==> src/rtl/pair_sum_accumulator.sv <==
// pair_sum_accumulator
//   Sink for a W-bit counting stream. Each enabled sample is added to the
//   previous sample. The registered (W+1)-bit pair sum is folded into a
//   saturating AW-bit running accumulator.
//   Optional feature macro: PAIR_SUM_SEQCHK_EN. When it is defined, the block
//   flags any sample that is not the previous sample + 1 (mod 2^W). It then
//   parks the FSM in ERR until clr or rst.
module pair_sum_accumulator #(
    parameter int W  = 4,
    parameter int AW = 8
) (
    input  logic          clk,
    input  logic          rst,
    input  logic          en,
    input  logic          clr,
    input  logic [W-1:0]  A,
    output logic [W:0]    S,
    output logic          S_vld,
    output logic [AW-1:0] ACC,
    output logic          ACC_sat,
    output logic          seq_err,
    output logic [1:0]    st
);

    typedef enum logic [1:0] {
        IDLE = 2'd0,
        RUN  = 2'd1,
        ERR  = 2'd2
    } state_t;

    state_t        st_q, st_d;
    logic [W-1:0]  a_prev_q, a_prev_d;
    logic [W:0]    s_q, s_d;
    logic          s_vld_q, s_vld_d;
    logic [AW-1:0] acc_q, acc_d;
    logic          acc_sat_q, acc_sat_d;
`ifdef PAIR_SUM_SEQCHK_EN
    logic          seq_err_q, seq_err_d;
`endif

    logic [W:0]    pair_sum;
    logic [AW:0]   acc_next;

    // Saturating accumulate: returns {clamped, result}. The result is pinned at
    // 2^AW-1 whenever the true sum does not fit.
    function automatic logic [AW:0] sat_add(input logic [AW-1:0] acc_in,
                                            input logic [W:0]    inc);
        logic [AW:0] wide;
        wide = {1'b0, acc_in} + {{(AW-W){1'b0}}, inc};
        if (wide[AW]) begin
            sat_add = {1'b1, {AW{1'b1}}};
        end else begin
            sat_add = {1'b0, wide[AW-1:0]};
        end
    endfunction

    // Pair sum is zero-extended so the carry out of the W-bit add is kept.
    assign pair_sum = {1'b0, A} + {1'b0, a_prev_q};
    assign acc_next = sat_add(acc_q, pair_sum);

    // Next-state and datapath update: priority is clr, then en, then hold.
    always_comb begin
        st_d      = st_q;
        a_prev_d  = a_prev_q;
        s_d       = s_q;
        s_vld_d   = 1'b0;
        acc_d     = acc_q;
        acc_sat_d = acc_sat_q;
`ifdef PAIR_SUM_SEQCHK_EN
        seq_err_d = seq_err_q;
`endif
        if (clr) begin
            st_d      = IDLE;
            s_d       = '0;
            acc_d     = '0;
            acc_sat_d = 1'b0;
`ifdef PAIR_SUM_SEQCHK_EN
            seq_err_d = 1'b0;
`endif
        end else if (en) begin
            a_prev_d = A;
            case (st_q)
                IDLE: begin
                    // First sample after reset/clear only seeds the pair chain.
                    st_d = RUN;
                end
                RUN, ERR: begin
                    s_d       = pair_sum;
                    s_vld_d   = 1'b1;
                    acc_d     = acc_next[AW-1:0];
                    acc_sat_d = acc_sat_q | acc_next[AW];
`ifdef PAIR_SUM_SEQCHK_EN
                    // Wrap from 2^W-1 to 0 is a legal step because the compare is mod 2^W.
                    if ((st_q == RUN) && (A != (a_prev_q + W'(1)))) begin
                        seq_err_d = 1'b1;
                        st_d      = ERR;
                    end
`endif
                end
                default: begin
                    st_d = IDLE;
                end
            endcase
        end
    end

    // State and output registers, cleared asynchronously by rst low.
    always_ff @(posedge clk or negedge rst) begin
        if (!rst) begin
            st_q      <= IDLE;
            a_prev_q  <= '0;
            s_q       <= '0;
            s_vld_q   <= 1'b0;
            acc_q     <= '0;
            acc_sat_q <= 1'b0;
`ifdef PAIR_SUM_SEQCHK_EN
            seq_err_q <= 1'b0;
`endif
        end else begin
            st_q      <= st_d;
            a_prev_q  <= a_prev_d;
            s_q       <= s_d;
            s_vld_q   <= s_vld_d;
            acc_q     <= acc_d;
            acc_sat_q <= acc_sat_d;
`ifdef PAIR_SUM_SEQCHK_EN
            seq_err_q <= seq_err_d;
`endif
        end
    end

    assign S       = s_q;
    assign S_vld   = s_vld_q;
    assign ACC     = acc_q;
    assign ACC_sat = acc_sat_q;
    assign st      = st_q;
`ifdef PAIR_SUM_SEQCHK_EN
    assign seq_err = seq_err_q;
`else
    assign seq_err = 1'b0;
`endif

endmodule

==> config.mk <==
export PLATFORM = sky130hd
export DESIGN_NAME = pair_sum_accumulator
export DESIGN_NICKNAME = d
export VERILOG_FILES = /design/src/rtl/pair_sum_accumulator.sv
export SDC_FILE = /design/constraint.sdc
export NUM_CORES = 1
export LEC_CHECK = 0
export ABC_AREA = 1
export ABC_CLOCK_PERIOD_IN_PS = 6350
export BUFFER_PORTS_ARGS = -buffer_cell sky130_fd_sc_hd__buf_2
export CAP_MARGIN = 20
export CORE_UTILIZATION = 50
export DETAILED_ROUTE_END_ITERATION = 12
export PLACE_DENSITY = 0.85
export SYNTH_ARGS = -nofsm -noshare
export SYNTH_HDL_FRONTEND = slang
export SYNTH_SLANG_ARGS = --single-unit
==> constraint.sdc <==
create_clock -name clk -period 6.35 [get_ports clk]
set_input_delay 0.635 -clock clk [delete_from_list [all_inputs] [get_ports clk]]
set_output_delay 0.635 -clock clk [all_outputs]
set_load 0.01 [all_outputs]
==> impl_metrics.ini, run 1 <==
[power_and_ir_drop]
clkPwrFrac_pct = 19.2
seqPwrFrac_pct = 47.8
power.leakage_nw = 0.8609
irDropWorstVdd_mv = 0.1386
p_sw_share_pct = 34.01
p_per_area_nw_per_um2 = 220.7
pwr-share-comb_pct = 33.0
finalPower_mw = 0.3065
switching_power_mw = 0.1043
power.internal_mw = 0.2023

[finish]
regArea_um2 = 500.5
n_antenna_cell = 0
final_util_pct = 61.02
n_fill_cell = 187
fin_nets = 195
area_delta_synth_final_pct = 12.12
drive_above_1_share_pct = 20.23
final_common_cell = nand2_1
multi_input_area_um2 = 625.6
final_cell_mix = nand2_1, buf_2, inv_1, dfrtp_1, nand3_1
design_area_um2 = 1389

[clock_network]
ctsResizeCount = 0
cts.sinks = 20
post_cts_buffers = 0
cts.clk_slew.worst_paths_ns = 0.11
clock_path_buffers = 2
root_buffer = clkbuf_4
ctsHoldBuffers = 0
clkLatencyLatePin_ns = 0.30
cts_made_buffers = 3
cts_tree = yes
htreeDepth = 1

[route]
ant_nets = 0
routedWlPerCell_um = 11.85
drtPass1Iterations = 4
drt_iter0_markers = 22
remaining_drc_errors = 0
vias_per_cell = 5.060
wirelength_um = 2382
vias = 1017

[status]
status = finished clean

[critical_path]
max_stage_delay_ns = 0.35
cp-end-kind = register
worst-path-max-fanout = 6
worstSetupPathType = in2reg
startpoint_type = primary input
crit_chain = buf_2 > ha_1 > a21oi_1 > nand2_1 > xor2_1 > ha_1 > nand2_1 > inv_1 > nand3_1 > nand3_2 > nand2_2 > o211ai_1
crit_family = adder cells
r2r_start = a_prev_q[2]
arrival_ns = 2.55
worstPathRequired_ns = 6.53
critPathBufInv = 2
crit_path_start = A[2]
cpMaxStageDelayCell = ha_1

[timing]
hold_violations = 0
period_share_pct = 37.36
fin_setup_tns_ns = 0
rsz0062_at_grt = no
setup_ws_ns = 3.978
fmax_mhz = 421.6
fin_skew_ns = 0.007666
finalMaxSlewViolations = 0
setup_viol = 0
period_needed_ns = 2.372

[global_route]
grt_overflow = 0
grt_pass1_wl_um = 4215
antenna_found_initial = 0
grt_pass1_vias = 999
grt_max_degree = 21
grt_util_all_layers_pct = 22.16

[floorplanning]
die_h_um = 51.78
start_util_pct = 54.43
rows = 17
die_width_um = 51.78
core_area_um2 = 2276
io_pins = 26
die_area_um2 = 2681

[yosys]
synth_warnings = 0
ys_ff_latch = 20
ys_types = 26
syn-mean-instance-area_um2 = 8.313
synth_top_area_share_pct = 40.40
synthTopCellsByArea = dfrtp_1, nand2_1, ha_1
synth_area_leader_cell = dfrtp_1
netlist_area_um2 = 1239
syn-instance-count = 149
seq_area_frac_synth_pct = 40.40

[place]
placed_area_um2 = 1366
port_buffers = 23
dp_slack_ns = 3.678
routabilityCongestion = 0.8631
post-dp-hpwl_um = 1913

[min_path]
worstHoldPathType = in2async

[job]
cap_violations = 0
stage by stage:
stage / std cells / hold WS (ns)
finish: 201 / 0.2499
global placement: 198 / 0.4595
detailed placement: 198 / 0.4628
CTS: 201 / 0.2623
floorplan: 150 / 0.3394
global route: 201 / 0.2867
final timing paths:
| path | endpoint | slack, ns | cells past startpoint |
|---|---|---|---|
| max in group asynchronous | ACC[1] | 5.79 | 1 |
| min in group clk | S[1] | 0.49 | 2 |
| hold / removal | st[0] | 0.25 | 1 |
| hold reg to reg | S[1] | 0.49 | 2 |
| setup / recovery | ACC[1] | 3.98 | 12 |
| setup reg to reg | ACC[1] | 4.03 | 11 |
Yosys cell counts:
cell       n
nand2_1   45
inv_1     22
dfrtp_1   20
nand3_1   13
ha_1      10
a21oi_1    6
nor2_1     4
mux2_2     3
o21ai_0    3
a22o_1     2
buf_4      2
fa_1       2
inv_2      2
nand2_2    2
xnor2_1    2
a22oi_1    1
buf_6      1
conb_1     1
nand3_2    1
nand3b_1   1
nand4_1    1
nor3_4     1
o211ai_1   1
o21bai_1   1
or2_0      1
xor2_1     1
layer usage:
layer	routed length (um)	up-vias	part of all wire, %	track usage, %
met5	0	-	0	0
met4	40	0	1.7	10.81
met3	159	4	6.7	6.725
met2	1173	34	49	36.15
met1	1009	461	42	26.40
li1	-	518	-	-
cell type report:
cell class | count | area share [%]
Multi-Input combinational cell | 103 | 45.05
Tap cell | 28 | 2.523
Sequential cell | 20 | 36.04
Inverter | 24 | 6.486
Clock buffer | 3 | 1.622
Timing Repair Buffer | 23 | 8.288
flip-flops by register name, indices dropped and copies added, names as in the netlist:
signal,cells
S_vld,1
a_prev_q,4
ACC,8
st,1
S,5
ACC_sat,1
worst register-to-register path: stages (launching register included):
cell	delay, ns
dfrtp_1	0.41
ha_1	0.34
a21oi_1	0.17
nand2_1	0.08
xor2_1	0.28
ha_1	0.32
nand2_1	0.08
inv_1	0.05
nand3_1	0.11
nand3_2	0.11
nand2_2	0.15
o211ai_1	0.11
power groups by stage:
stage / combinational, mW / clock, mW / sequential [mW]
after floorplan: 0.0719 / 0 / 0.151
after global placement: 0.0971 / 0 / 0.148
after detailed placement: 0.102 / 0 / 0.149
after CTS: 0.102 / 0.0630 / 0.146
after global routing: 0.116 / 0.0674 / 0.148
final: 0.101 / 0.0590 / 0.146
cells by family after synthesis:
logic type	share of synthesized area (%)
and+or+nand+nor	24.85
buffers and inverters	9.394
DFF	40.40
AOI/OAI and AO/OA	6.869
adders and majority gates	13.33
xor gates and xnor gates	2.122
muxes	2.727
other	0.3027
Power figures use the tool's default switching activity.
==> inputs of run 2 (changes only) <==
Settings changed: ABC_CLOCK_PERIOD_IN_PS 6350 to 1980, CORE_UTILIZATION 50 to 48.
Clock period 6.35 ns to 1.98 ns, I/O delays scaled along.
==> impl_metrics.ini, run 2 (same netlist as run 1, synthesis figures left out) <==
[min_path]
min-delay-start = A[0]
worstHoldPathType = in2reg

[critical_path]
cp_common_cell = nand2_1
startpoint_type = register
r2r_start = a_prev_q[2]
arrival_ns = 2.43
cpMaxStageDelayCell = dfrtp_1
crit_path_start = a_prev_q[2]
worstSetupPathType = reg2reg
crit_chain = ha_4 > a21oi_1 > nand2_1 > xor2_2 > ha_1 > buf_4 > nand2_1 > nor2_1 > nand2_1 > nand2_1 > nand2_1 > nand3_1 > nand2_1
worst-path-max-fanout = 3
crit_family = simple AND/OR/NAND/NOR gates
critPathBufInv = 1
worstPathRequired_ns = 2.19
cp-end-kind = register
max_stage_delay_ns = 0.43

[global_route]
grt_pass1_wl_um = 4885
antenna_found_initial = 0
grt_overflow = 0
grt_pass1_vias = 1115
grt_max_degree = 21
grt_util_all_layers_pct = 24.76

[floorplanning]
start_util_pct = 50.46
die_area_um2 = 2788
io_pins = 26
core_area_um2 = 2455
die_h_um = 52.80
rows = 18
die_width_um = 52.80

[job]
cap_violations = 0

[clock_network]
cts.clk_slew.worst_paths_ns = 0.11
cts.sinks = 20
clkLatencyLatePin_ns = 0.31
root_buffer = clkbuf_4
htreeDepth = 1
cts_tree = yes
cts_made_buffers = 3
clock_path_buffers = 2

[route]
ant_nets = 0
drtPass1Iterations = 4
remaining_drc_errors = 0
vias_per_cell = 5.505
routedWlPerCell_um = 15.60
wirelength_um = 3307
vias = 1167
drt_iter0_markers = 37

[finish]
n_antenna_cell = 0
regArea_um2 = 500.5
final_cell_mix = nand2_1, buf_2, dfrtp_1, inv_1, nand3_1
multi_input_area_um2 = 740.7
fin_cells = 212
final_common_cell = nand2_1
area_delta_synth_final_pct = 27.78
n_fill_cell = 175
fin_nets = 203
drive_above_1_share_pct = 35.16
final_util_pct = 64.48
design_area_um2 = 1583
largest_reg_flops = 8

[power_and_ir_drop]
power.internal_mw = 0.7930
pwr-share-comb_pct = 41.0
switching_power_mw = 0.4210
power.leakage_nw = 0.9479
clkPwrFrac_pct = 19.9
seqPwrFrac_pct = 39.1
irDropWorstVdd_mv = 0.5087
p_sw_share_pct = 34.68
p_per_area_nw_per_um2 = 767.0

[timing]
fmax_mhz = 450.0
setup_viol = 9
whs_ns = 0.1337
hold_violations = 0
period_share_pct = 112.2
setup_ws_ns = -0.2424
period_needed_ns = 2.222
rsz0062_at_grt = yes
finalMaxSlewViolations = 0
fin_skew_ns = 0.001686

[place]
dp_cells = 206
routabilityCongestion = 0.8199
placed_area_um2 = 1435
post-dp-hpwl_um = 2238
port_buffers = 23
dp_slack_ns = -0.2684

[status]
violations = negative setup slack
status = finished, violations left
run 2: what timing repair did:
| action | 4_1_cts | 5_1_grt |
|---|---|---|
| hold endpoints to repair | 20 | 0 |
| setup endpoints to repair | 9 | 9 |
| resized for setup | 16 | 4 |
| hold buffers | 1 | 0 |
| pin swaps | 6 | 9 |
| setup buffers | 1 | 0 |
run 2: metal layers:
| layer | vias to the layer above | track usage [%] | share of wire (%) |
|---|---|---|---|
| met5 | - | 0 | 0 |
| met3 | 9 | 2.899 | 9.2 |
| met2 | 67 | 45.57 | 51 |
| met4 | 0 | 7.456 | 1.7 |
| met1 | 557 | 29.62 | 38 |
| li1 | 534 | - | - |
run 2: layout make-up:
class / count / share of cell area (%)
Inverter: 24 / 5.692
Clock buffer: 4 / 2.292
Multi-Input combinational cell: 103 / 46.80
Tap cell: 30 / 2.372
Timing Repair Buffer: 31 / 11.23
Sequential cell: 20 / 31.62
run 2: path summary, 6_finish.rpt:
kind,end,slack [ns],cells past startpoint
setup / recovery,ACC[7],-0.24,13
hold / removal,a_prev_q[0],0.13,2
setup reg to reg,ACC[7],-0.24,13
hold reg to reg,S[4],0.49,2
max in group asynchronous,a_prev_q[2],1.31,2
min in group asynchronous,ACC[5],0.36,2
run 2: power by group through the flow:
stage	combinational (mW)	sequential [mW]	clock, mW
global route	0.542	0.480	0.253
detailed placement	0.421	0.478	0
floorplan	0.242	0.485	0
finish	0.498	0.475	0.242
global placement	0.394	0.475	0
CTS	0.466	0.473	0.238
run 2: per-stage QoR:
stage                     power, mW  TNS (ns)
final                         1.214    -1.962
after global routing          1.274    -3.192
after detailed placement     0.8992    -2.230
after global placement       0.8687    -1.261
after floorplan              0.7270         0
after CTS                     1.178    -1.541
